**src/rtl/dispense_ctrl.sv**
```systemverilog
// dispense_ctrl: downstream dispenser for the vending-machine FSM.
// Buffers transaction results in a small FIFO and dispenses the item first,
// then the change. Each actuator pulse waits for a done acknowledge. The
// block tracks the 5-tk coin inventory and latches a fault on timeout.
// Optional statistics counters are built only when DISPENSE_STATS_EN is
// defined. Otherwise items_sold/tk_returned are tied to zero.
module dispense_ctrl #(
   parameter int FIFO_DEPTH   = 4,
   parameter int PULSE_W      = 4,
   parameter int DONE_TIMEOUT = 16,
   parameter int COIN_INIT    = 8
) (
   input  logic                        clock,
   input  logic                        reset,
   input  logic                        req_valid,
   input  logic                        purchase,
   input  logic [1:0]                  cash_return,
   output logic                        req_ready,
   output logic                        item_pulse,
   input  logic                        item_done,
   output logic                        coin_pulse,
   input  logic                        coin_done,
   input  logic                        refill,
   output logic [7:0]                  coins_left,
   output logic                        short_change,
   output logic                        busy,
   output logic                        fault,
   output logic [$clog2(FIFO_DEPTH):0] fifo_count,
   output logic [15:0]                 items_sold,
   output logic [15:0]                 tk_returned
);

   localparam int AW   = $clog2(FIFO_DEPTH);
   localparam int CW   = AW + 1;
   localparam int TMAX = (PULSE_W > DONE_TIMEOUT) ? PULSE_W : DONE_TIMEOUT;
   localparam int TW   = $clog2(TMAX) + 1;

   localparam logic [TW-1:0] PULSE_LAST  = TW'(PULSE_W - 1);
   localparam logic [TW-1:0] WAIT_LAST   = TW'(DONE_TIMEOUT - 1);
   localparam logic [TW-1:0] TMR_ZERO    = {TW{1'b0}};
   localparam logic [TW-1:0] TMR_ONE     = TW'(1);
   localparam logic [CW-1:0] CNT_ZERO    = {CW{1'b0}};
   localparam logic [CW-1:0] CNT_ONE     = CW'(1);
   localparam logic [CW-1:0] FULL_CNT    = CW'(FIFO_DEPTH);
   localparam logic [AW-1:0] PTR_ZERO    = {AW{1'b0}};
   localparam logic [AW-1:0] PTR_ONE     = AW'(1);
   localparam logic [7:0]    COIN_RELOAD = 8'(COIN_INIT);

   typedef enum logic [2:0] {
      S_IDLE       = 3'd0,
      S_LOAD       = 3'd1,
      S_ITEM_PULSE = 3'd2,
      S_ITEM_WAIT  = 3'd3,
      S_COIN_PULSE = 3'd4,
      S_COIN_WAIT  = 3'd5,
      S_FAULT      = 3'd6
   } state_t;

   // Number of 5-tk coins owed for a cash_return code; 11 is treated as none.
   function automatic logic [1:0] coins_needed(input logic [1:0] code);
      case (code)
         2'b01:   coins_needed = 2'd1;
         2'b10:   coins_needed = 2'd2;
         default: coins_needed = 2'd0;
      endcase
   endfunction

   logic [2:0]    mem_q [FIFO_DEPTH];
   logic [AW-1:0] wr_ptr_q, rd_ptr_q;
   logic [CW-1:0] count_q, count_d;
   logic [1:0]    need_in_s, head_need_s, grant_s;
   logic          push_s, pop_s, head_buy_s;
   logic [2:0]    head_s;

   state_t        state_q, state_d;
   logic [TW-1:0] tmr_q, tmr_d;
   logic [1:0]    grant_q, grant_d;
   logic [7:0]    coins_q, coins_d;
   logic          item_pulse_q, coin_pulse_q, short_q, busy_q, fault_q;

   assign req_ready   = (count_q != FULL_CNT);
   assign need_in_s   = coins_needed(cash_return);
   // A request with nothing to dispense is accepted but never stored.
   assign push_s      = req_valid & req_ready & (purchase | (need_in_s != 2'd0));
   assign pop_s       = (state_q == S_LOAD);
   assign head_s      = mem_q[rd_ptr_q];
   assign head_need_s = head_s[1:0];
   assign head_buy_s  = head_s[2];
   // Clamp the change to the coins on hand so the inventory never wraps.
   assign grant_s     = ({6'd0, head_need_s} > coins_q) ? coins_q[1:0] : head_need_s;

   // FIFO occupancy next value; simultaneous push and pop leave it unchanged.
   always_comb begin
      count_d = count_q;
      case ({push_s, pop_s})
         2'b10:   count_d = count_q + CNT_ONE;
         2'b01:   count_d = count_q - CNT_ONE;
         default: count_d = count_q;
      endcase
   end

   // FIFO storage write port (contents need no reset, pointers guard them).
   always_ff @(posedge clock) begin
      if (push_s) begin
         mem_q[wr_ptr_q] <= {purchase, need_in_s};
      end
   end

   // FIFO pointers and occupancy.
   always_ff @(posedge clock) begin
      if (reset) begin
         wr_ptr_q <= PTR_ZERO;
         rd_ptr_q <= PTR_ZERO;
         count_q  <= CNT_ZERO;
      end else begin
         if (push_s) begin
            wr_ptr_q <= wr_ptr_q + PTR_ONE;
         end
         if (pop_s) begin
            rd_ptr_q <= rd_ptr_q + PTR_ONE;
         end
         count_q <= count_d;
      end
   end

   // Dispense sequencer next state, timers, coin grant and inventory.
   always_comb begin
      state_d = state_q;
      tmr_d   = tmr_q;
      grant_d = grant_q;
      coins_d = coins_q;
      case (state_q)
         S_IDLE: begin
            if (count_q != CNT_ZERO) begin
               state_d = S_LOAD;
            end else if (refill) begin
               coins_d = COIN_RELOAD;
            end else begin
               coins_d = coins_q;
            end
         end
         S_LOAD: begin
            grant_d = grant_s;
            tmr_d   = TMR_ZERO;
            if (head_buy_s) begin
               state_d = S_ITEM_PULSE;
            end else if (grant_s != 2'd0) begin
               state_d = S_COIN_PULSE;
            end else begin
               state_d = S_IDLE;
            end
         end
         S_ITEM_PULSE, S_COIN_PULSE: begin
            if (tmr_q == PULSE_LAST) begin
               tmr_d   = TMR_ZERO;
               state_d = (state_q == S_ITEM_PULSE) ? S_ITEM_WAIT : S_COIN_WAIT;
            end else begin
               tmr_d = tmr_q + TMR_ONE;
            end
         end
         S_ITEM_WAIT: begin
            if (item_done) begin
               tmr_d   = TMR_ZERO;
               state_d = (grant_q != 2'd0) ? S_COIN_PULSE : S_IDLE;
            end else if (tmr_q == WAIT_LAST) begin
               state_d = S_FAULT;
            end else begin
               tmr_d = tmr_q + TMR_ONE;
            end
         end
         S_COIN_WAIT: begin
            if (coin_done) begin
               tmr_d   = TMR_ZERO;
               coins_d = coins_q - 8'd1;
               grant_d = grant_q - 2'd1;
               state_d = (grant_q > 2'd1) ? S_COIN_PULSE : S_IDLE;
            end else if (tmr_q == WAIT_LAST) begin
               state_d = S_FAULT;
            end else begin
               tmr_d = tmr_q + TMR_ONE;
            end
         end
         S_FAULT: begin
            state_d = S_FAULT;
         end
         default: begin
            state_d = S_IDLE;
         end
      endcase
   end

   // Sequencer registers plus registered outputs decoded from the next state.
   always_ff @(posedge clock) begin
      if (reset) begin
         state_q      <= S_IDLE;
         tmr_q        <= TMR_ZERO;
         grant_q      <= 2'd0;
         coins_q      <= COIN_RELOAD;
         item_pulse_q <= 1'b0;
         coin_pulse_q <= 1'b0;
         short_q      <= 1'b0;
         busy_q       <= 1'b0;
         fault_q      <= 1'b0;
      end else begin
         state_q      <= state_d;
         tmr_q        <= tmr_d;
         grant_q      <= grant_d;
         coins_q      <= coins_d;
         item_pulse_q <= (state_d == S_ITEM_PULSE);
         coin_pulse_q <= (state_d == S_COIN_PULSE);
         short_q      <= (state_d == S_LOAD) && ({6'd0, head_need_s} > coins_q);
         busy_q       <= (state_d != S_IDLE) || (count_d != CNT_ZERO);
         fault_q      <= (state_d == S_FAULT);
      end
   end

   assign item_pulse   = item_pulse_q;
   assign coin_pulse   = coin_pulse_q;
   assign short_change = short_q;
   assign busy         = busy_q;
   assign fault        = fault_q;
   assign coins_left   = coins_q;
   assign fifo_count   = count_q;

`ifdef DISPENSE_STATS_EN
   logic [15:0] items_q, tk_q;

   // Saturating counters of acknowledged items and returned cash.
   always_ff @(posedge clock) begin
      if (reset) begin
         items_q <= 16'h0000;
         tk_q    <= 16'h0000;
      end else begin
         if ((state_q == S_ITEM_WAIT) && item_done && (items_q != 16'hFFFF)) begin
            items_q <= items_q + 16'd1;
         end
         if ((state_q == S_COIN_WAIT) && coin_done) begin
            tk_q <= (tk_q > 16'hFFFA) ? 16'hFFFF : tk_q + 16'd5;
         end
      end
   end

   assign items_sold  = items_q;
   assign tk_returned = tk_q;
`else
   assign items_sold  = 16'h0000;
   assign tk_returned = 16'h0000;
`endif

endmodule
```
**config.mk**
```make
export PLATFORM = sky130hd
export DESIGN_NAME = dispense_ctrl
export DESIGN_NICKNAME = d
export VERILOG_FILES = /design/src/rtl/dispense_ctrl.sv
export SDC_FILE = /design/constraint.sdc
export NUM_CORES = 1
export LEC_CHECK = 0
export ABC_CLOCK_PERIOD_IN_PS = 2990
export BUFFER_PORTS_ARGS = -buffer_cell sky130_fd_sc_hd__buf_2
export CORE_MARGIN = 2
export CORE_UTILIZATION = 35
export DETAILED_ROUTE_END_ITERATION = 7
export GPL_ROUTABILITY_DRIVEN = 0
export HOLD_SLACK_MARGIN = 0.05
export PLACE_DENSITY_LB_ADDON = 0.1
export SYNTH_ARGS = -nofsm -noshare
export SYNTH_HDL_FRONTEND = slang
export SYNTH_SLANG_ARGS = --single-unit
```
**constraint.sdc**
```tcl
create_clock -name clock -period 2.99 [get_ports clock]
set_input_delay 0.1495 -clock clock [delete_from_list [all_inputs] [get_ports clock]]
set_output_delay 0.1495 -clock clock [all_outputs]
set_load 0.005 [all_outputs]
```
=== After elaboration in Yosys (flattened, before gate mapping) ===
Memories as Yosys holds them, arrays and structs flattened. A register that Yosys moved wholly into a read port is not among the register bits.
Index checks and enable logic that the tools add are counted.

* Register bits after elaboration: 30
* Memory bits (writable): 12
* Input port bits: 9
* Output and inout port bits: 49
* Word-level logic and storage cells: 89
* Memories kept: 1

{| class="wikitable"
|+ Memory list
! name !! depth !! bits a word !! rd ports !! clocked after memory_dff !! wr ports !! RTL line !! source
|-
| mem_q || 4 || 3 || 1 || 1 || 1 || 68 || <nowiki>logic [2:0] mem_q [FIFO_DEPTH];</nowiki>
|}

* $add $sub $neg: 7
* $lt $le $gt $ge: 2
* Equality and inequality tests: 20
* Muxes and demuxes: 29
* Bitwise operators: 3
* Reduce and logical (&&, ||, !) cells: 15

{| class="wikitable"
|+ Operators with widths
! operator !! count
|-
| 2-to-1 mux 3 bit || 10
|-
| 2-to-1 mux 8 bit || 3
|-
| 2-to-1 mux 5 bit || 4
|-
| one-hot mux 5 bit (4 select lines) || 1
|-
| one-hot mux 3 bit (6 select lines) || 1
|-
| one-hot mux 8 bit (2 select lines) || 1
|-
| == test 3 bit, second input constant || 5
|-
| nonzero test 2 bit || 5
|-
| == test 3 x 2 -> 1 bit, second input constant || 3
|-
| nonzero test 3 bit || 3
|-
| greater-than comparator 2 x 8 -> 1 bit || 1
|-
| 2-to-1 mux 2 bit || 4
|-
| one-hot mux 2 bit (2 select lines) || 2
|-
| subtractor 8 x 1 -> 8 bit, second input constant || 1
|-
| == test 3 x 1 -> 1 bit, second input constant || 2
|-
| != test 2 bit, second input constant || 3
|-
| one-hot mux 3 bit (2 select lines) || 1
|-
| adder 5 x 1 -> 5 bit, second input constant || 1
|-
| == test 5 x 2 -> 1 bit, second input constant || 1
|-
| == test 5 x 4 -> 1 bit, second input constant || 1
|-
| adder 2 x 1 -> 2 bit, second input constant || 2
|-
| == test 2 x 1 -> 1 bit, second input constant || 2
|-
| == test 2 bit, second input constant || 2
|-
| AND reduction 4 bit || 1
|-
| other kinds (14) || 16
|}

=== Logic depth before layout (Yosys ltp) ===
Gate-level depths: netlist (run 1).

* Word-level depth: 9
* Depth in mapped cells: 14
* Mapped depth without buffers: 13

=== Worst setup path after synthesis (run 1) ===
Ideal clock, no wire load.

* Kind: register to register
* From: register with a tool-made name
* To: register busy_q (netlist: busy)
* Setup time: 151 ps
* Arrival: 2442 ps
* Required time: 2839 ps
* Path slack: 397 ps
* Stages on the path, launching flop included: 8
* Path buffers: 0
* Period minus slack after synthesis: 2593 ps
* Path through: dfxtp_1 mux4_2 ha_1 or2b_2 a2111oi_4 a211oi_1 a21boi_2 a221oi_1

{| class="wikitable"
|+ RTL lines
! what !! RTL line !! source
|-
| to (signal assigned) || 212 || <nowiki>busy_q <= (state_d != S_IDLE) || (count_d != CNT_ZERO);</nowiki>
|-
| to (decl) || 79 || <nowiki>logic item_pulse_q, coin_pulse_q, short_q, busy_q, fault_q;</nowiki>
|}

==> impl_metrics.toml, run 1 <==
[synth]
synth_cell_type_count = 53
syn_area_um2 = 2560
synth-seq-cells = 44
ys_seq_area_share_pct = 39.1
yosys_warnings = 0
synth.avg_cell_area_um2 = 9.48
syn-instance-count = 270
ys_async_sr_fraction_pct = 0
synth_area_leaders = "dfxtp_1 25%, edfxtp_1 14%, buf_4 9.4%, ha_1 7.8%, nor2_1 4.1%"
synth_top_area_cell = "dfxtp_1"
synth-edff-count = 12
synth_top_area_share_pct = 25.0
ys.flop_type = "dfxtp_1"
synthTopCellsByCount = "32 x buf_4, 32 x dfxtp_1, 28 x nor2_1"

[timing]
slew_headroom_pct = 52.9
setup_viol = 0
worst_slew_pin_slew_ps = 704
finalCriticalPeriod_ps = 2780
setup_tns_ps = 0
rsz0062_at_grt = "no"
final.period_utilization_pct = 92.8
worst_slack_ps = 214
fin_skew_ps = 10.7
hold_viol_final = 0
hold_ws_ps = 85.0
max_freq_mhz = 360
slew_viol_final = 0

[pwr]
leakage_nw = 1.14
power_mw = 2.37
vdd_ir_drop_max_mv = 0.316
power_density_nw_per_um2 = 838

[outcome]
outcome = "complete, no violations"

[detailed_routing]
vias_per_cell = 4.54
vias = 1827
drt_wl_total_um = 4730
drt-initial-drc-count = 56
post_drt_wl_per_cell_um = 11.8
first_pass_iters = 4
ant_nets = 0
post-route-drc-count = 0

[place]
dpl.hpwl_um = 3660
dp.cells = 394
pre_cts_ws_ps = 185
dpl_cell_area_um2 = 2720
portBuffers = 25

[critical_path]
end_kind = "flop"
critical_path_class = "reg2reg"
timing.critical_path.required_ps = 3140
start_kind = "flop"
worstPathArrival_ps = 2920
worst-path-max-fanout = 6

[clocking]
cts.sinks = 44
holdBufCountCts = 0
cts_buffer_depth = 2
clock_latency_ps = 300
postCtsResizedCells = 0
cts_buffers = 5
cts-root-buf = "clkbuf_8"
cts_max_level = 2
cts_setup_buffers = 0
cts_tree = "done"
clkTransAtPathRegs_ps = 100

[layout]
layoutNonFillerInstCount = 402
post-route-util_pct = 39.5
final_cell_area_um2 = 2830
antenna_cells = 0
drive_above_1_share_pct = 17.8
nNetsFinal = 328
areaGrowthSynthToFinish_pct = 10.6

[global_route]
overflow = 0
grt_pass1_vias = 1653
antenna_found_initial = 0
grt_pass1_wl_um = 7720
track_usage_pct = 12.5
grt_start_max_net_pins = 22

[floorplanning]
die_area_um2 = 8010
coreArea_um2 = 7180
die_h_um = 89.5
die_w_um = 89.5
num_rows = 31
ios = 58
start_util_pct = 35.7

[hold_path]
min_path_type = "in2reg"

[flow_run]
cap_violations = 0
worst paths after layout:
check | from | to | slack (ps) | depth (start not counted)
max | flop | busy | 210 | 7
min | purchase | mem_q[2][2] | 90 | 1
min reg2reg | grant_q[0] | grant_q[0] | 500 | 2
max reg2reg | flop | busy | 210 | 7
flip-flops by register name, summed over array words and instances, names as in the netlist, named ones only:
register and count:
grant_q 2, fault 1, tmr_q 5, wr_ptr_q 2
item_pulse 1, coin_pulse 1, coins_left 8, fifo_count 3
rd_ptr_q 2, busy 1, short_change 1, state_q 3
mem_q 12
layout make-up:
cell class | instances | area [um^2]
fill | 737 | 4340
tap | 99 | 124
multi-input combinational | 195 | 1320
clock inverter | 3 | 47.5
sequential | 44 | 1000
inverter | 24 | 90.1
timing repair buffer | 32 | 178
clock buffer | 5 | 68.8
kinds of logic after synthesis:
family / after synthesis / share of synthesized area [%]
multiplexers: 7 / 4.25
buffers and inverters: 62 / 13.8
flip-flops: 44 / 39.1
AND/OR/NAND/NOR: 85 / 17.6
other: 1 / 0.146
AO/OA/AOI/OAI: 42 / 12.4
XOR/XNOR: 12 / 4.11
adder cells (fa/ha/maj): 17 / 8.60
worst max-delay path: stages (launching register included):
cell and delay, ps:
dfxtp_1 420, mux4_2 560, ha_1 310, or2b_2 310
a2111oi_4 440, a211oi_1 160, a21boi_2 300, a221oi_1 120
power by group:
group	total [mW]	leakage, nW	internal (mW)	switching, mW
registers	0.835	0.371	0.730	0.105
clock network	0.469	0.0583	0.252	0.217
logic	1.07	0.708	0.484	0.586
total	2.37	1.14	1.47	0.907
cell usage in the layout, fill, tap and decap left out, drive strengths merged, types with 8 or more instances in the layout:
cell type / netlist / routed
xnor2: 9 / 9
buf: 32 / 32
dfxtp: 32 / 32
nor2: 28 / 28
a21oi: 8 / 8
nand2: 9 / 9
conb: 1 / 32
ha: 16 / 16
inv: 24 / 24
edfxtp: 12 / 12
layer usage:
| layer | vias to the layer above | global-route usage, % | wire length, um |
|---|---|---|---|
| met3 | 4 | 3.23 | 212 |
| met4 | 0 | 3.93 | 57 |
| met1 | 837 | 16.5 | 2300 |
| met2 | 51 | 20.1 | 2160 |
| li1 | 935 | - | - |
| met5 | - | 0 | 0 |
Note: power is estimated with default switching activity, not from simulation.
==> run 2, diff against run 1 <==
--- a/config.mk
+++ b/config.mk
@@ -5,6 +5,7 @@
 export SDC_FILE = /design/constraint.sdc
 export NUM_CORES = 1
 export LEC_CHECK = 0
+export ABC_AREA = 1
 export ABC_CLOCK_PERIOD_IN_PS = 2990
 export BUFFER_PORTS_ARGS = -buffer_cell sky130_fd_sc_hd__buf_2
 export CORE_MARGIN = 2
==> impl_metrics.toml, run 2 <==
[outcome]
outcome = "complete, no violations"

[detailed_routing]
first_pass_iters = 4
vias_per_cell = 4.30
post-route-drc-count = 0
ant_nets = 0
drt_wl_total_um = 5520
post_drt_wl_per_cell_um = 11.2
vias = 2115
drt-initial-drc-count = 59

[critical_path]
worstPathArrival_ps = 2570
cp_top_family = "simple AND/OR/NAND/NOR gates"
timing.critical_path.required_ps = 3180
worst-path-max-fanout = 7
rr_worst_depth = 14
cp.depth = 14
start_kind = "flop"
worst_path_most_repeated_cell = "nand2_1"
critical_path_class = "reg2reg"
slowest_delay_ps = 380
end_kind = "flop"
r2r_end = "busy"
rrSetupSlack_ps = 610
path_cells = "nor2_1, nand2_1, and2_1, inv_1, ha_1, inv_1, fa_1, a21oi_1, o21ai_0, xor2_1, nor2_1, nand3_1, nand2_1, nand2_1"
timing.critical_path.buf_inv = 2
worstSetupStartpoint = "fifo_count[1]"
r2r-start = "fifo_count[1]"
critical-path-slowest-cell = "fa_1"
worstSetupEndpoint = "busy"

[floorplanning]
ios = 58
die_w_um = 91.8
start_util_pct = 35.5
num_rows = 32
coreArea_um2 = 7610
die_h_um = 91.8
die_area_um2 = 8430

[timing]
hold_viol_final = 0
fin_skew_ps = 5.25
rsz0062_at_grt = "no"
slew_viol_final = 0
finalCriticalPeriod_ps = 2380
worst_slack_ps = 610
setup_viol = 0
final.period_utilization_pct = 79.6
setup_tns_ps = 0
max_freq_mhz = 420

[synth]
synth_compound_area_share_pct = 8.48
synth.avg_cell_area_um2 = 7.50
yosys_warnings = 0
synthMuxAreaShare_pct = 0
synthSimpleGateAreaFrac_pct = 27.2
ys.flop_type = "dfxtp_1"
synth-seq-cells = 44
synthTopCellsByCount = "74 x nand2_1, 49 x inv_1, 34 x nor2_1"
synth_top_area_share_pct = 23.7
synth-edff-count = 12
ys_async_sr_fraction_pct = 0
ys_seq_area_share_pct = 37.1
synth_top_family_by_area = "simple AND/OR/NAND/NOR gates"
syn-instance-count = 360
syn_area_um2 = 2700
synth_area_leaders = "dfxtp_1 24%, edfxtp_1 13%, nand2_1 10%, buf_4 8.9%, ha_1 7.4%"
synth_top_area_cell = "dfxtp_1"
synth-adder-area-share_pct = 8.16
synth_cell_type_count = 34
synth.most_common_cell = "nand2_1"
synth_xor_area_share_pct = 1.95

[clocking]
clock_latency_ps = 300
cts_tree = "done"
postCtsResizedCells = 0
cts_buffers = 5
clkTransAtPathRegs_ps = 90
cts_buffer_depth = 2
holdBufCountCts = 0
cts_max_level = 2
cts_setup_buffers = 0
cts-root-buf = "clkbuf_8"
cts.sinks = 44

[layout]
largest_reg_flops = 12
drive_above_1_share_pct = 14.9
areaGrowthSynthToFinish_pct = 8.34
final_common_cell = "nand2_1"
largest_register = "mem_q"
antenna_cells = 0
layoutNonFillerInstCount = 492
nNetsFinal = 415
post-route-util_pct = 38.4
mostFrequentLayoutCells = "74 x nand2_1, 49 x inv_1, 34 x nor2_1"

[place]
dpl.hpwl_um = 4250
pre_cts_ws_ps = 634
dp.cells = 484
portBuffers = 25

[global_route]
grt_pass1_wl_um = 9320
track_usage_pct = 13.8
antenna_found_initial = 0
grt_start_max_net_pins = 16
overflow = 0
grt_pass1_vias = 1989

[pwr]
vdd_ir_drop_max_mv = 0.342
leakage_nw = 1.37
power_density_nw_per_um2 = 773

[flow_run]
cap_violations = 0

[hold_path]
min_from = "purchase"
min_path_type = "in2reg"
[run 2: worst min path at each step]
stage	end	slack [ps]	cells after the start
after global routing	mem_q[3][2]	90	1
final	mem_q[1][2]	90	1
after detailed placement	mem_q[3][2]	410	1
after global placement	mem_q[1][2]	410	1
after CTS	mem_q[3][2]	90	1
after floorplan	coins_left[6]	220	1
[run 2: metal layers]
metal	vias up	track usage, %	part of all wire (%)
met2	47	22.1	44
met5	-	0	0
met3	5	2.88	4.3
met1	925	18.7	51
met4	0	4.10	1.1
li1	1138	-	-
[run 2: cells by family after synthesis]
group / count (synthesis)
simple gates: 162
flops: 44
compound gates: 42
other cells: 1
buf+inv: 88
xor+xnor: 6
fa+ha+maj: 17
[run 2: power by group]
| part | internal [mW] | switching [mW] | total [mW] |
|---|---|---|---|
| Clock | 0.248 | 0.214 | 0.462 |
| Sequential | 0.720 | 0.0923 | 0.813 |
| Combinational | 0.343 | 0.642 | 0.985 |
| Total | 1.31 | 0.948 | 2.26 |
[run 2: final cells by class]
type / instances / area, um^2
Clock buffer: 5 / 68.8
Inverter: 54 / 203
Sequential cell: 44 / 1000
Fill cell: 824 / 4680
Timing Repair Buffer: 25 / 125
Clock inverter: 3 / 42.5
Multi-Input combinational cell: 259 / 1360
Tap cell: 102 / 128
[run 2: stage by stage]
stage	cell area (um^2)	power, mW	hold WS, ps
3_3_place_gp	2810	1.82	408
4_1_cts	2920	2.29	91.8
5_1_grt	2920	2.49	91.9
2_1_floorplan	2820	1.58	219
6_report	2920	2.26	93.0
3_5_place_dp	2810	1.82	409
[run 2: worst reg2reg max path, cell delays in order (launching register included)]
cell	delay (ps)
dfxtp_1	360
nor2_1	150
nand2_1	100
and2_1	190
inv_1	160
ha_1	170
inv_1	60
fa_1	380
a21oi_1	140
o21ai_0	110
xor2_1	170
nor2_1	110
nand3_1	70
nand2_1	60
nand2_1	60
